--- src/rtl/velocity_table.sv ---
// velocity_table -- per-letter velocity store for the typing game.
//
// Holds ROWS*COLS velocities of VEL_W bits. After reset, or on a reseed
// pulse, an on-chip 16-bit Galois LFSR fills every entry, one per cycle.
// Once the fill is done the table gives a registered read port and a
// write port, and flags out-of-range addresses.
//
// Optional feature macro: VELOCITY_NONZERO_CLAMP_EN
//   When defined, any value that is 0 (from the fill or from a write) is
//   stored as 1, so no letter is ever stationary.
//
// Ports:
//   i_clk       system clock, rising edge
//   i_rst_n     synchronous active-low reset
//   i_row       row index
//   i_col       column index
//   i_wren      write strobe
//   i_data_in   write data
//   i_reseed    one-cycle pulse: refill the table from i_seed_in
//   i_seed_in   fill seed (0 is replaced by 16'hACE1)
//   o_data_out  registered read data
//   o_rd_valid  o_data_out is valid for last cycle's address
//   o_busy      fill sequencer active
//   o_addr_err  one-cycle pulse: last cycle's address was out of range
module velocity_table #(
   parameter int          ROWS  = 1,
   parameter int          COLS  = 53,
   parameter int          VEL_W = 2,
   parameter int          ROW_W = 7,
   parameter int          COL_W = 7,
   parameter logic [15:0] SEED  = 16'hACE1
) (
   input  logic             i_clk,
   input  logic             i_rst_n,
   input  logic [ROW_W-1:0] i_row,
   input  logic [COL_W-1:0] i_col,
   input  logic             i_wren,
   input  logic [VEL_W-1:0] i_data_in,
   input  logic             i_reseed,
   input  logic [15:0]      i_seed_in,
   output logic [VEL_W-1:0] o_data_out,
   output logic             o_rd_valid,
   output logic             o_busy,
   output logic             o_addr_err
);

   localparam int DEPTH = ROWS * COLS;
   localparam int AW    = (DEPTH > 1) ? $clog2(DEPTH) : 1;
   // Wide enough for (2^ROW_W-1)*COLS + (2^COL_W-1) without wrapping.
   localparam int AFW   = ROW_W + COL_W + $clog2(COLS + 1) + 1;

   localparam logic [15:0] DEF_SEED = 16'hACE1;
   localparam logic [15:0] RST_SEED = (SEED == 16'h0000) ? DEF_SEED : SEED;

   localparam logic [0:0] S_FILL  = 1'b0;
   localparam logic [0:0] S_READY = 1'b1;

   function automatic logic [15:0] f_lfsr_next(input logic [15:0] x);
      return (x >> 1) ^ (x[0] ? 16'hB400 : 16'h0000);
   endfunction

   function automatic logic [VEL_W-1:0] f_store(input logic [VEL_W-1:0] v);
`ifdef VELOCITY_NONZERO_CLAMP_EN
      return (v == '0) ? VEL_W'(1) : v;
`else
      return v;
`endif
   endfunction

   logic [VEL_W-1:0] r_mem [DEPTH];
   logic [0:0]       r_state;
   logic [15:0]      r_lfsr;
   logic [AW-1:0]    r_fill_addr;

   logic [AFW-1:0]   w_addr_full;
   logic             w_in_range;
   logic [AW-1:0]    w_addr;
   logic [15:0]      w_seed_sel;
   logic             w_we;
   logic [AW-1:0]    w_waddr;
   logic [VEL_W-1:0] w_wdata;

   assign w_addr_full = AFW'(i_row) * AFW'(COLS) + AFW'(i_col);
   assign w_in_range  = (w_addr_full < AFW'(DEPTH));
   assign w_addr      = w_addr_full[AW-1:0];
   assign w_seed_sel  = (i_seed_in == 16'h0000) ? DEF_SEED : i_seed_in;
   assign o_busy      = (r_state == S_FILL);

   // Single memory write port shared by the fill sequencer and i_wren.
   // A reseed suppresses both: the fill restarts and user writes are dropped.
   always_comb begin
      w_we    = 1'b0;
      w_waddr = r_fill_addr;
      w_wdata = f_store(r_lfsr[VEL_W-1:0]);
      if (i_rst_n && !i_reseed) begin
         if (r_state == S_FILL) begin
            w_we = 1'b1;
         end else if (i_wren && w_in_range) begin
            w_we    = 1'b1;
            w_waddr = w_addr;
            w_wdata = f_store(i_data_in);
         end
      end
   end

   always_ff @(posedge i_clk) begin
      if (w_we) r_mem[w_waddr] <= w_wdata;
   end

   always_ff @(posedge i_clk) begin
      if (!i_rst_n) begin
         r_state     <= S_FILL;
         r_lfsr      <= RST_SEED;
         r_fill_addr <= '0;
         o_data_out  <= '0;
         o_rd_valid  <= 1'b0;
         o_addr_err  <= 1'b0;
      end else begin
         case (r_state)
            S_FILL: begin
               o_data_out <= '0;
               o_rd_valid <= 1'b0;
               o_addr_err <= 1'b0;
               if (i_reseed) begin
                  r_lfsr      <= w_seed_sel;
                  r_fill_addr <= '0;
               end else begin
                  r_lfsr <= f_lfsr_next(r_lfsr);
                  if (r_fill_addr == AW'(DEPTH - 1)) begin
                     r_fill_addr <= '0;
                     r_state     <= S_READY;
                  end else begin
                     r_fill_addr <= r_fill_addr + AW'(1);
                  end
               end
            end
            S_READY: begin
               if (i_reseed) begin
                  r_state     <= S_FILL;
                  r_lfsr      <= w_seed_sel;
                  r_fill_addr <= '0;
                  o_data_out  <= '0;
                  o_rd_valid  <= 1'b0;
                  o_addr_err  <= 1'b0;
               end else begin
                  // Read-first: a same-cycle write lands after this sample.
                  o_data_out <= w_in_range ? r_mem[w_addr] : '0;
                  o_rd_valid <= 1'b1;
                  o_addr_err <= !w_in_range;
               end
            end
            default: begin
               r_state     <= S_FILL;
               r_lfsr      <= RST_SEED;
               r_fill_addr <= '0;
            end
         endcase
      end
   end

endmodule

--- config.mk ---
export PLATFORM = sky130hd
export DESIGN_NAME = velocity_table
export DESIGN_NICKNAME = d
export VERILOG_FILES = /design/src/rtl/velocity_table.sv
export SDC_FILE = /design/constraint.sdc
export NUM_CORES = 1
export LEC_CHECK = 0
export ABC_AREA = 1
export CAP_MARGIN = 30
export CORE_MARGIN = 2
export CORE_UTILIZATION = 50
export CTS_BUF_LIST = sky130_fd_sc_hd__clkbuf_16
export DETAILED_ROUTE_END_ITERATION = 10
export PLACE_DENSITY = 0.77
export SYNTH_ARGS = -nofsm -noshare
export SYNTH_HDL_FRONTEND = slang
export SYNTH_SLANG_ARGS = --single-unit
export TNS_END_PERCENT = 100
--- constraint.sdc ---
create_clock -name i_clk -period 6.36 [get_ports i_clk]
set_input_delay 1.272 -clock i_clk [delete_from_list [all_inputs] [get_ports i_clk]]
set_output_delay 1.272 -clock i_clk [all_outputs]
set_load 0.03 [all_outputs]
==> results.yml <==
outcome:
  run_status: "complete, no violations"
global_route:
  grt_antenna_before_repair: 0
  grt.overflow.total: 0
  grt_start_max_net_pins: 45
  first_global_vias: 5905
  grt_first_pass_wirelength_mm: 28.6
  total_routing_resource_utilization_after_global_routing_pct: 22.5
clock_network:
  clock_sinks: 133
  latest_clock_arrival_within_the_worst_skew_pair_ps: 430
  cts_setup_buffers: 0
  clk_pin_slew_ps: 60
  cts_made_buffers: 17
  clock_tree_from_tritoncts: "yes"
  clock_tree.buffer_depth: 2
  cts_root_buf: "sky130_fd_sc_hd__clkbuf_16"
  cts_htree_levels: 4
sta:
  slew-limit-headroom_pct: 44.4
  final_setup_violating_endpoints: 0
  finalCritPeriodShare_pct: 95.6
  final_period_minus_worst_setup_slack_ps: 6080
  finalHoldViolCount: 0
  finClkSkew_ps: 11.1
  setup_slack_ps: 279
  grt_setup_unrepaired: "true"
  tightestPinTransition_ps: 831
  timing_max_transition_violations_final: 0
  fmaxAchievable_mhz: 164
synth:
  yosys.area.top_type: "sky130_fd_sc_hd__edfxtp_1"
  commonest_register_cell_after_synthesis: "sky130_fd_sc_hd__edfxtp_1"
  synth_cells: 826
  synth_enable_flop_cells: 106
  post_synth_most_frequent_cells: "sky130_fd_sc_hd__nand2_1, sky130_fd_sc_hd__nor2_1, sky130_fd_sc_hd__edfxtp_1, sky130_fd_sc_hd__inv_1, sky130_fd_sc_hd__o21ai_0"
  synthArstFlopShare_pct: 0
  ys.warnings.count: 0
  synth_top_cell_area_share_pct: 42.1
  yosysMostFrequentCell: "sky130_fd_sc_hd__nand2_1"
  synth_fp_nets: 918
  synth.top_cells.by_area: "sky130_fd_sc_hd__edfxtp_1, sky130_fd_sc_hd__ha_1, sky130_fd_sc_hd__nand2_1, sky130_fd_sc_hd__dfxtp_1, sky130_fd_sc_hd__nor2_1"
  ys_ff_latch: 133
  syn_area_per_cell_um2: 9.16
  synth_seq_area_share_pct: 49.2
  yosysUniqueCellTypes: 41
  post_synth_instance_area_um2: 7570
pwr:
  powerDensity_nw_per_um2: 293
  power.ir.vdd_worst_v: 0.000149
  finalPower_mw: 2.63
  leakagePower_nw: 3.62
floorplan:
  core_region_area_um2: 14600
  io_pins: 41
  horiz_die_dim_um: 127
  dieArea_um2: 16100
  rows: 44
  initial_util_pct: 51.7
  dieHeight_um: 127
detailed_routing:
  route.detailed.wl_per_inst_um: 16.2
  drt_first_iter_violations: 619
  route.antenna.remaining_nets: 0
  route.final.wire_length_mm: 17.5
  vias_per_cell: 5.62
  post-route-drc-count: 0
  drt_pre_antenna_iters: 4
  detailroute.via_count: 6059
flow_run:
  drv.max_cap_violation_count: 0
place:
  pre_cts_ws_ps: -67.3
  io_buffer_count: 40
  hpwl_mm: 12.2
  finalWeightedCongestion: 0.866
min_path:
  hold_class: "reg2reg"
worst_setup_path:
  critical_path.max_stage_delay_ps: 530
  worst_path_class_setup: "in2reg"
  crit_path_start_kind: "input port"
  critPathMostFrequentCell: "sky130_fd_sc_hd__nand2_1"
  cp_max_delay_cell: "sky130_fd_sc_hd__fa_1"
  cp_max_fo: 22
  endpoint_kind: "register"
  cp.arrival_ps: 6180
  worst_ep_required_time_ps: 6460
final_layout:
  drive_above_1_share_pct: 11.7
  antennaDiodeCount: 0
  areaGrowthSynthToFinish_pct: 18.6
  final_nets: 973
-- state kept, by name, indices dropped and copies added (netlist names) --
name	count
r_mem	106
r_lfsr	16
r_fill_addr	6
o_data_out	2
o_addr_err	1
o_rd_valid	1
r_state	1
-- through the flow --
step	setup TNS [ps]	hold WS (ps)	area [um^2]	instances	util, %
2_1_floorplan	-21790	442	7570	826	-
3_3_place_gp	0	464	8330	1046	56.9
3_5_place_dp	-1760	468	8330	1046	56.9
4_1_cts	0	483	8900	1078	60.8
5_1_grt	-816	499	8980	1078	61.3
6_report	0	482	8980	1078	61.3
-- critical path: cells and delay by family --
| kind | cells | cell delay (ps) |
|---|---|---|
| AOI/OAI and AO/OA | 1 | 110 |
| adders and majority gates | 5 | 2190 |
| buffers and inverters | 7 | 910 |
| and+or+nand+nor | 14 | 1680 |
-- where the power goes --
group / leakage [nW] / internal, mW / switching (mW) / total (mW)
Clock: 0.278 / 0.547 / 0.390 / 0.937
Sequential: 1.18 / 0.950 / 0.00482 / 0.954
Combinational: 2.16 / 0.263 / 0.475 / 0.738
-- cell families after synthesis --
logic type,Yosys count,share of synthesized area (%)
xor gates and xnor gates,4,0.711
adders and majority gates,56,10.3
DFF,133,49.2
buffers and inverters,130,6.63
AOI/OAI and AO/OA,134,11.5
and+or+nand+nor,369,21.7
-- cell type report --
type,count,area [um^2]
Clock buffer,17,425
Fill cell,1234,5670
Sequential cell,133,3720
Inverter,103,387
Tap cell,184,230
Clock inverter,15,148
Multi-Input combinational cell,563,3440
Timing Repair Buffer,63,623
-- routing by layer --
metal,vias up,GRT usage [%],part of all wire (%)
li1,2958,-,-
met3,32,4.23,6.0
met2,203,37.3,48
met5,-,0,0
met4,0,8.08,2.1
met1,2866,29.7,43
-- worst paths after layout --
| check | startpoint | endpoint | slack [ps] | cells after the start |
|---|---|---|---|---|
| setup / recovery | i_row[1] | r_mem[27][1] | 280 | 27 |
| hold / removal | r_lfsr[15] | r_lfsr[15] | 480 | 2 |
| setup reg to reg | r_state | r_mem[27][1] | 3030 | 11 |
| hold reg to reg | r_lfsr[15] | r_lfsr[15] | 480 | 2 |
-- placed cells by master, fill, tap and decap left out, types with 3 or more instances in the layout --
cell type                         Yosys  layout
sky130_fd_sc_hd__nand3_1             38      37
sky130_fd_sc_hd__fa_1                10      10
sky130_fd_sc_hd__clkinv_4             0       4
sky130_fd_sc_hd__nand4_4              0       4
sky130_fd_sc_hd__nand4_1             13      13
sky130_fd_sc_hd__nand3_2              6       4
sky130_fd_sc_hd__a21oi_4              1       3
sky130_fd_sc_hd__buf_4                0      19
sky130_fd_sc_hd__dfxtp_1             27      27
sky130_fd_sc_hd__edfxtp_1           106     106
sky130_fd_sc_hd__buf_12               0       4
sky130_fd_sc_hd__a21oi_1             14      12
sky130_fd_sc_hd__o2111ai_1            5       5
sky130_fd_sc_hd__clkdlybuf4s50_1      0      40
sky130_fd_sc_hd__inv_1               98      97
sky130_fd_sc_hd__o21ai_0             60      60
sky130_fd_sc_hd__nor2_2               2       6
sky130_fd_sc_hd__inv_2                4       5
sky130_fd_sc_hd__o221ai_1            16      16
sky130_fd_sc_hd__nand2_2              9       9
sky130_fd_sc_hd__ha_1                46      46
sky130_fd_sc_hd__nand4_2              9       5
sky130_fd_sc_hd__o21ai_4              4       4
sky130_fd_sc_hd__clkbuf_16            0      17
sky130_fd_sc_hd__nor2_1             135     131
sky130_fd_sc_hd__nand2_1            149     149
sky130_fd_sc_hd__o22ai_1             15      15
sky130_fd_sc_hd__nor4_1               4       4
sky130_fd_sc_hd__inv_6                0       4
sky130_fd_sc_hd__o211ai_1            10      10
sky130_fd_sc_hd__nand3_4              0       3
-- what timing repair did --
action                     CTS  global route
hold buffers                 0             0
gates resized for setup      0            14
setup endpoints to repair    0            50
(Power assumes the default switching activity.)
